**config.mk**
```make
export PLATFORM = sky130hd
export DESIGN_NAME = id_ex_alu_issue
export DESIGN_NICKNAME = d
export VERILOG_FILES = /design/src/rtl/id_ex_alu_issue_pkg.sv /design/src/rtl/id_ex_alu_issue_alu_imm_gen.sv /design/src/rtl/id_ex_alu_issue.sv
export SDC_FILE = /design/constraint.sdc
export NUM_CORES = 1
export LEC_CHECK = 0
export CAP_MARGIN = 20
export CELL_PAD_IN_SITES_DETAIL_PLACEMENT = 1
export CELL_PAD_IN_SITES_GLOBAL_PLACEMENT = 1
export CORE_MARGIN = 2
export CORE_UTILIZATION = 29
export CTS_BUF_LIST = sky130_fd_sc_hd__clkbuf_4 sky130_fd_sc_hd__clkbuf_8
export CTS_CLUSTER_DIAMETER = 80
export CTS_CLUSTER_SIZE = 30
export DETAILED_ROUTE_END_ITERATION = 8
export HOLD_SLACK_MARGIN = 0.05
export PLACE_DENSITY = 0.89
export SETUP_SLACK_MARGIN = 0.15
export SLEW_MARGIN = 25
export SYNTH_ARGS = -nofsm -noshare
export SYNTH_HDL_FRONTEND = slang
export SYNTH_SLANG_ARGS = --single-unit
```
**constraint.sdc**
```tcl
create_clock -name clk -period 3.05 [get_ports clk]
set_input_delay 0.7625 -clock clk [delete_from_list [all_inputs] [get_ports clk]]
set_output_delay 0.7625 -clock clk [all_outputs]
set_load 0.01 [all_outputs]
```
**src/rtl/id_ex_alu_issue_pkg.sv**
```systemverilog
// Shared types for the ID/EX ALU issue slice: ALU control codes, RV32I opcodes,
// funct3 constants, immediate formats and the registered EX-side bundle.
package id_ex_alu_issue_pkg;

  localparam int unsigned ID_EX_XLEN = 32;

  typedef enum logic [3:0] {
    ALU_ADD  = 4'd0,
    ALU_SUB  = 4'd1,
    ALU_SLL  = 4'd2,
    ALU_SLT  = 4'd3,
    ALU_SLTU = 4'd4,
    ALU_XOR  = 4'd5,
    ALU_SRL  = 4'd6,
    ALU_SRA  = 4'd7,
    ALU_OR   = 4'd8,
    ALU_AND  = 4'd9,
    ALU_LUI  = 4'd10,
    B_BNE    = 4'd11,
    B_BLT    = 4'd12,
    B_BGE    = 4'd13,
    B_LTU    = 4'd14,
    B_GEU    = 4'd15
  } alu_op_t;

  typedef enum logic [6:0] {
    OP     = 7'b0110011,
    OP_IMM = 7'b0010011,
    LUI    = 7'b0110111,
    AUIPC  = 7'b0010111,
    JAL    = 7'b1101111,
    JALR   = 7'b1100111,
    BRANCH = 7'b1100011,
    LOAD   = 7'b0000011,
    STORE  = 7'b0100011
  } opcode_t;

  localparam logic [2:0] F3_ADD  = 3'b000;
  localparam logic [2:0] F3_SLL  = 3'b001;
  localparam logic [2:0] F3_SLT  = 3'b010;
  localparam logic [2:0] F3_SLTU = 3'b011;
  localparam logic [2:0] F3_XOR  = 3'b100;
  localparam logic [2:0] F3_SR   = 3'b101;
  localparam logic [2:0] F3_OR   = 3'b110;
  localparam logic [2:0] F3_AND  = 3'b111;

  localparam logic [2:0] F3_BEQ  = 3'b000;
  localparam logic [2:0] F3_BNE  = 3'b001;
  localparam logic [2:0] F3_BLT  = 3'b100;
  localparam logic [2:0] F3_BGE  = 3'b101;
  localparam logic [2:0] F3_BLTU = 3'b110;
  localparam logic [2:0] F3_BGEU = 3'b111;

  typedef enum logic [2:0] {
    IMM_I,
    IMM_S,
    IMM_B,
    IMM_U,
    IMM_J
  } imm_fmt_t;

  typedef struct packed {
    logic                  valid;
    alu_op_t               alu_control;
    logic [ID_EX_XLEN-1:0] left;
    logic [ID_EX_XLEN-1:0] right;
    logic [ID_EX_XLEN-1:0] pc;
    logic [4:0]            rd;
    logic                  reg_write;
    logic                  is_branch;
    logic                  illegal;
  } id_ex_alu_t;

  // alt selects SUB/SRA on the funct7[5] variants; other funct3 values ignore it.
  function automatic alu_op_t arith_op(input logic [2:0] f3, input logic alt);
    case (f3)
      F3_ADD:  return alt ? ALU_SUB : ALU_ADD;
      F3_SLL:  return ALU_SLL;
      F3_SLT:  return ALU_SLT;
      F3_SLTU: return ALU_SLTU;
      F3_XOR:  return ALU_XOR;
      F3_SR:   return alt ? ALU_SRA : ALU_SRL;
      F3_OR:   return ALU_OR;
      default: return ALU_AND;
    endcase
  endfunction

  function automatic id_ex_alu_t bubble(input logic [ID_EX_XLEN-1:0] pc);
    id_ex_alu_t b;
    b             = '0;
    b.alu_control = ALU_ADD;
    b.pc          = pc;
    return b;
  endfunction

endpackage

```
**src/rtl/id_ex_alu_issue_alu_imm_gen.sv**
```systemverilog
// Combinational RV32I immediate generator: sign-extended I/S/B/U/J immediates
// selected by format. Opcode bits are not needed, so only instr[31:7] enters.
module alu_imm_gen
  import id_ex_alu_issue_pkg::*;
(
  input  logic [31:7] i_instr,
  input  imm_fmt_t    i_fmt,
  output logic [31:0] o_imm
);

  always_comb begin
    o_imm = '0;
    case (i_fmt)
      IMM_I: o_imm = {{20{i_instr[31]}}, i_instr[31:20]};
      IMM_S: o_imm = {{20{i_instr[31]}}, i_instr[31:25], i_instr[11:7]};
      IMM_B: o_imm = {{19{i_instr[31]}}, i_instr[31], i_instr[7],
                      i_instr[30:25], i_instr[11:8], 1'b0};
      IMM_U: o_imm = {i_instr[31:12], 12'b0};
      IMM_J: o_imm = {{11{i_instr[31]}}, i_instr[31], i_instr[19:12],
                      i_instr[20], i_instr[30:21], 1'b0};
      default: o_imm = '0;
    endcase
  end

endmodule

```
**src/rtl/id_ex_alu_issue.sv**
```systemverilog
// Decode-side ALU issue: decodes an RV32I instruction into ALU control and operands
// and registers them into the ID/EX stage with stall, flush and illegal flagging.
module id_ex_alu_issue
  import id_ex_alu_issue_pkg::*;
#(
  parameter int unsigned      XLEN     = 32,
  parameter logic [XLEN-1:0]  RESET_PC = '0
) (
  input  logic            clk,
  input  logic            reset_n,
  input  logic            id_valid,
  input  logic [31:0]     id_instr,
  input  logic [XLEN-1:0] id_pc,
  input  logic [XLEN-1:0] id_rs1_data,
  input  logic [XLEN-1:0] id_rs2_data,
  input  logic            stall,
  input  logic            flush,
  output logic            ex_valid,
  output logic [3:0]      ex_alu_control,
  output logic [XLEN-1:0] ex_left_operand,
  output logic [XLEN-1:0] ex_right_operand,
  output logic [XLEN-1:0] ex_pc,
  output logic [4:0]      ex_rd,
  output logic            ex_reg_write,
  output logic            ex_is_branch,
  output logic            ex_illegal
);

  opcode_t     w_opc;
  logic [2:0]  w_f3;
  logic [6:0]  w_f7;
  logic [4:0]  w_rd;
  imm_fmt_t    w_fmt;
  logic [31:0] w_imm;
  logic        w_illegal;
  id_ex_alu_t  w_dec;
  id_ex_alu_t  r_ex;

  assign w_opc = opcode_t'(id_instr[6:0]);
  assign w_f3  = id_instr[14:12];
  assign w_f7  = id_instr[31:25];
  assign w_rd  = id_instr[11:7];

  // Format select kept in its own block so the immediate path has no comb loop.
  always_comb begin
    w_fmt = IMM_I;
    case (w_opc)
      LUI, AUIPC: w_fmt = IMM_U;
      JAL:        w_fmt = IMM_J;
      BRANCH:     w_fmt = IMM_B;
      STORE:      w_fmt = IMM_S;
      default:    w_fmt = IMM_I;
    endcase
  end

  alu_imm_gen u_imm_gen (
    .i_instr (id_instr[31:7]),
    .i_fmt   (w_fmt),
    .o_imm   (w_imm)
  );

  always_comb begin
    w_illegal         = 1'b0;
    w_dec             = '0;
    w_dec.valid       = 1'b1;
    w_dec.alu_control = ALU_ADD;
    w_dec.pc          = id_pc;
    case (w_opc)
      OP: begin
        w_dec.left      = id_rs1_data;
        w_dec.right     = id_rs2_data;
        w_dec.reg_write = 1'b1;
        if (w_f7 == 7'h00)
          w_dec.alu_control = arith_op(w_f3, 1'b0);
        else if (w_f7 == 7'h20 && (w_f3 == F3_ADD || w_f3 == F3_SR))
          w_dec.alu_control = arith_op(w_f3, 1'b1);
        else
          w_illegal = 1'b1;
      end
      OP_IMM: begin
        w_dec.left        = id_rs1_data;
        w_dec.right       = w_imm;
        w_dec.reg_write   = 1'b1;
        w_dec.alu_control = arith_op(w_f3, 1'b0);
        if (w_f3 == F3_SLL || w_f3 == F3_SR) begin
          w_dec.right = {27'b0, id_instr[24:20]};
          if (w_f7 == 7'h20 && w_f3 == F3_SR)
            w_dec.alu_control = ALU_SRA;
          else if (w_f7 != 7'h00)
            w_illegal = 1'b1;
        end
      end
      LUI: begin
        w_dec.alu_control = ALU_LUI;
        w_dec.right       = w_imm;
        w_dec.reg_write   = 1'b1;
      end
      AUIPC: begin
        w_dec.left      = id_pc;
        w_dec.right     = w_imm;
        w_dec.reg_write = 1'b1;
      end
      JAL, JALR: begin
        w_dec.left      = id_pc;
        w_dec.right     = 32'd4;
        w_dec.reg_write = 1'b1;
        if (w_opc == JALR && w_f3 != 3'b000)
          w_illegal = 1'b1;
      end
      BRANCH: begin
        w_dec.left      = id_rs1_data;
        w_dec.right     = id_rs2_data;
        w_dec.is_branch = 1'b1;
        case (w_f3)
          F3_BEQ:  w_dec.alu_control = ALU_SUB;
          F3_BNE:  w_dec.alu_control = B_BNE;
          F3_BLT:  w_dec.alu_control = B_BLT;
          F3_BGE:  w_dec.alu_control = B_BGE;
          F3_BLTU: w_dec.alu_control = B_LTU;
          F3_BGEU: w_dec.alu_control = B_GEU;
          default: w_illegal = 1'b1;
        endcase
      end
      LOAD: begin
        w_dec.left      = id_rs1_data;
        w_dec.right     = w_imm;
        w_dec.reg_write = 1'b1;
        if (w_f3 == 3'b011 || w_f3 == 3'b110 || w_f3 == 3'b111)
          w_illegal = 1'b1;
      end
      STORE: begin
        w_dec.left  = id_rs1_data;
        w_dec.right = w_imm;
        if (w_f3 > 3'b010)
          w_illegal = 1'b1;
      end
      default: w_illegal = 1'b1;
    endcase

    if (w_dec.reg_write && w_rd != 5'd0)
      w_dec.rd = w_rd;
    else
      w_dec.reg_write = 1'b0;

    // Illegal instructions still issue as valid so the trap is taken downstream.
    if (w_illegal) begin
      w_dec         = bubble(id_pc);
      w_dec.valid   = 1'b1;
      w_dec.illegal = 1'b1;
    end
  end

  always_ff @(posedge clk) begin
    if (!reset_n)
      r_ex <= bubble(RESET_PC);
    else if (flush)
      r_ex <= bubble(r_ex.pc);
    else if (!stall)
      r_ex <= id_valid ? w_dec : bubble(r_ex.pc);
  end

  assign ex_valid         = r_ex.valid;
  assign ex_alu_control   = r_ex.alu_control;
  assign ex_left_operand  = r_ex.left;
  assign ex_right_operand = r_ex.right;
  assign ex_pc            = r_ex.pc;
  assign ex_rd            = r_ex.rd;
  assign ex_reg_write     = r_ex.reg_write;
  assign ex_is_branch     = r_ex.is_branch;
  assign ex_illegal       = r_ex.illegal;

endmodule

```
==> qor.csv <==
stage,metric,value,unit
synthesis,"flops & latches, synth",109,
routing,Initial DRT Pass Iterations,4,
power_and_ir_drop,maximum vdd drop,284,uV
clocking,clock sink count,109,
grt,pin count of the biggest net entering global routing,38,
finish,Synth-to-Final Area Change,65.4,%
critical_path,Critical Path Fanout Max,8,
finish,post-layout instance area,0.00789,mm^2
routing,Final ANT Viol Nets,0,
floorplanning,core area,0.0160,mm^2
clocking,number of buffers created by CTS,9,
power_and_ir_drop,PnR Total Power,2730,uW
timing,slew margin rel.,0.715,
critical_path,critical path arrival,3.02,ns
grt,met3 GRT Util,0.0654,
timing,# setup viols final,0,
synthesis,ys flop type,dfxtp_1,
finish,Nets,960,
critical_path,Critical Path Start,id_instr[14],
timing,skew final,0,ns
grt,grt met2 use,0.400,
synthesis,YS warnings,0,
grt,antenna violations before repair,0,
critical_path,Critical R2R Capture,ex_alu_control[0],
grt,met1 usage,0.265,
clocking,root buf cell,clkbuf_8,
place,gp weighted congestion,0.862,
routing,vias per cell,5.09,
clocking,CTS tree,done,
critical_path,Worst EP required,3.38,ns
power_and_ir_drop,Power Dens Cells,345,mW/mm^2
routing,DR iter-0 viols,259,
timing,Hold Fails Final Rpt,0,
floorplanning,Die X,132,um
clocking,clock latency on the worst-skew pair,0.38,ns
synthesis,post-synthesis sequential area ratio,0.457,
timing,maximum clock frequency,372,MHz
timing,fin crit share,0.881,
place,IO buf count,241,
floorplanning,Core Rows,46,
place,Placed Area,0.00771,mm^2
timing,worst-margin pin slew,0.427,ns
critical_path,R2R Path Start,ex_alu_control[0],
critical_path,critical path class,input pin to flop,
finish,most frequent cells in the layout,"clkdlybuf4s50_1, nand2_1, dfxtp_1",
critical_path,r2r setup slk,2.10,ns
critical_path,end of the critical path,ex_rd[1],
floorplanning,Starting Density,0.298,
synthesis,"Async S/R FF share, synth",0,
hold_path,Worst Hold Class,flop to flop,
critical_path,R2R cell count,4,
power_and_ir_drop,Leak,0.00259,uW
critical_path,Worst Setup End Kind,flop,
place,DPL Wire Length,15400,um
timing,RSZ-0062 raised after global routing,false,
critical_path,startpoint types,input pin,
timing,fin. max-slew vios,0,
synthesis,mapped cell area,0.00477,mm^2
routing,Vias,5330,
synthesis,number of synthesized flops with an enable pin,0,
routing,WL final,20000,um
clocking,CTS Hold Bufs,0,
run_status,status,"finished, final reports clean",
finish,fill count,1931,
job,max cap viols,0,
grt,"Most Used Layer, Global Route",met2,
grt,vias in the first global route,5534,
routing,Routed wire per std cell,19.1,um
timing,fin crit period,2.69,ns
grt,grt total ovfl,0,
finish,Final Core Density,0.493,
finish,layout cells sized above 1,0.0829,
synthesis,average size of a mapped cell,8.20,um^2
floorplanning,Die Footprint,0.0175,mm^2
synthesis,Yosys cell types,48,
clocking,PostCTS Resize Cnt,0,
hold_path,worst hold stages,2,
finish,number of antenna diodes,0,
finish,"commonest non-fill, non-tap cell in the layout",clkdlybuf4s50_1,
routing,DRC Markers,0,
clocking,htree depth,3,
floorplanning,# IOs,242,
synthesis,Syn Inst Count,582,
grt,All-Layer GR Usage,0.226,
clocking,CTS Buffer Depth,2,
clocking,clock-pin slew on the worst setup and hold paths,0.11,ns
clocking,Setup Buffers After CTS,0,
grt,first-pass GRT wire length,31300,um
floorplanning,Die Y-Extent,132,um
synthesis,syn nets,715,
layer usage:
layer	vias up	wire length (um)
li1	2568	-
met3	27	1140
met2	151	10100
met4	0	433
met5	-	0
met1	2584	8300
area by class of cell:
class | count | area (um^2) | area share
clock buffer | 12 | 153 | 0.0193
sequential | 109 | 2180 | 0.276
multi-input combinational | 424 | 2420 | 0.307
timing repair buffer | 281 | 2830 | 0.358
inverter | 2 | 7.51 | 0.000951
tap | 216 | 270 | 0.0342
clock inverter | 4 | 32.5 | 0.00412
cell usage after synthesis, drive strengths merged (5+ instances only):
library cell / number / area [um^2]
a21boi: 34 / 255
o21ai: 75 / 375
a21oi: 17 / 88.8
buf: 6 / 36.3
clkbuf: 41 / 154
nor2b: 9 / 56.3
nand2b: 10 / 62.6
a221oi: 23 / 201
a31oi: 5 / 46.3
nand2: 143 / 537
nor2: 16 / 60.1
dfxtp: 109 / 2180
a22oi: 40 / 300
a22o: 10 / 87.6
logic make-up (layout without fill, tap and decap cells):
kind of cell    count (synthesis)  count (layout)  synth area share
flops                         109             109             0.457
compound gates                218             218             0.309
buf+inv                        49             299            0.0414
simple gates                  204             204             0.189
xor+xnor                        2               2           0.00367
registers in the layout, summed over array words and instances (netlist names):
name / count
ex_valid: 1
ex_rd: 5
ex_alu_control: 4
ex_left_operand: 32
ex_right_operand: 32
ex_is_branch: 1
ex_reg_write: 1
ex_pc: 32
ex_illegal: 1
critical path: stages:
cell	delay (ns)
clkdlybuf4s50_1	0.58
nor2_1	0.25
nor4_1	0.08
a2111o_1	0.43
or3_4	0.48
a31oi_4	0.25
a22o_1	0.18
report_power, final:
| group | internal, uW | total [uW] | switching (uW) | leakage (uW) |
|---|---|---|---|---|
| logic | 244 | 421 | 177 | 0.00162 |
| registers | 1440 | 1440 | 7.57 | 0.000880 |
| clock network | 343 | 861 | 517 | 0.0000900 |
how the worst min path moves through the flow:
stage / start / end / slack [ns]
finish: ex_left_operand[28] / ex_left_operand[28] / 0.46
global route: ex_right_operand[2] / ex_right_operand[2] / 0.49
CTS: ex_left_operand[28] / ex_left_operand[28] / 0.46
detailed placement: ex_right_operand[10] / ex_right_operand[10] / 0.44
global placement: ex_left_operand[10] / ex_left_operand[10] / 0.43
floorplan: ex_alu_control[2] / ex_alu_control[2] / 0.47
through the flow:
| stage | hold slack, ns | std cells | setup TNS (ns) | setup WS, ns |
|---|---|---|---|---|
| after global routing | 0.490 | 1048 | 0 | 0.263 |
| after CTS | 0.461 | 1048 | 0 | 0.381 |
| after floorplan | 0.470 | 582 | 0 | 0.578 |
| final | 0.456 | 1048 | 0 | 0.362 |
| after detailed placement | 0.441 | 1032 | -0.170 | -0.0409 |
| after global placement | 0.434 | 1032 | 0 | 0.0822 |
No activity file was read; power rests on OpenSTA's default activity.
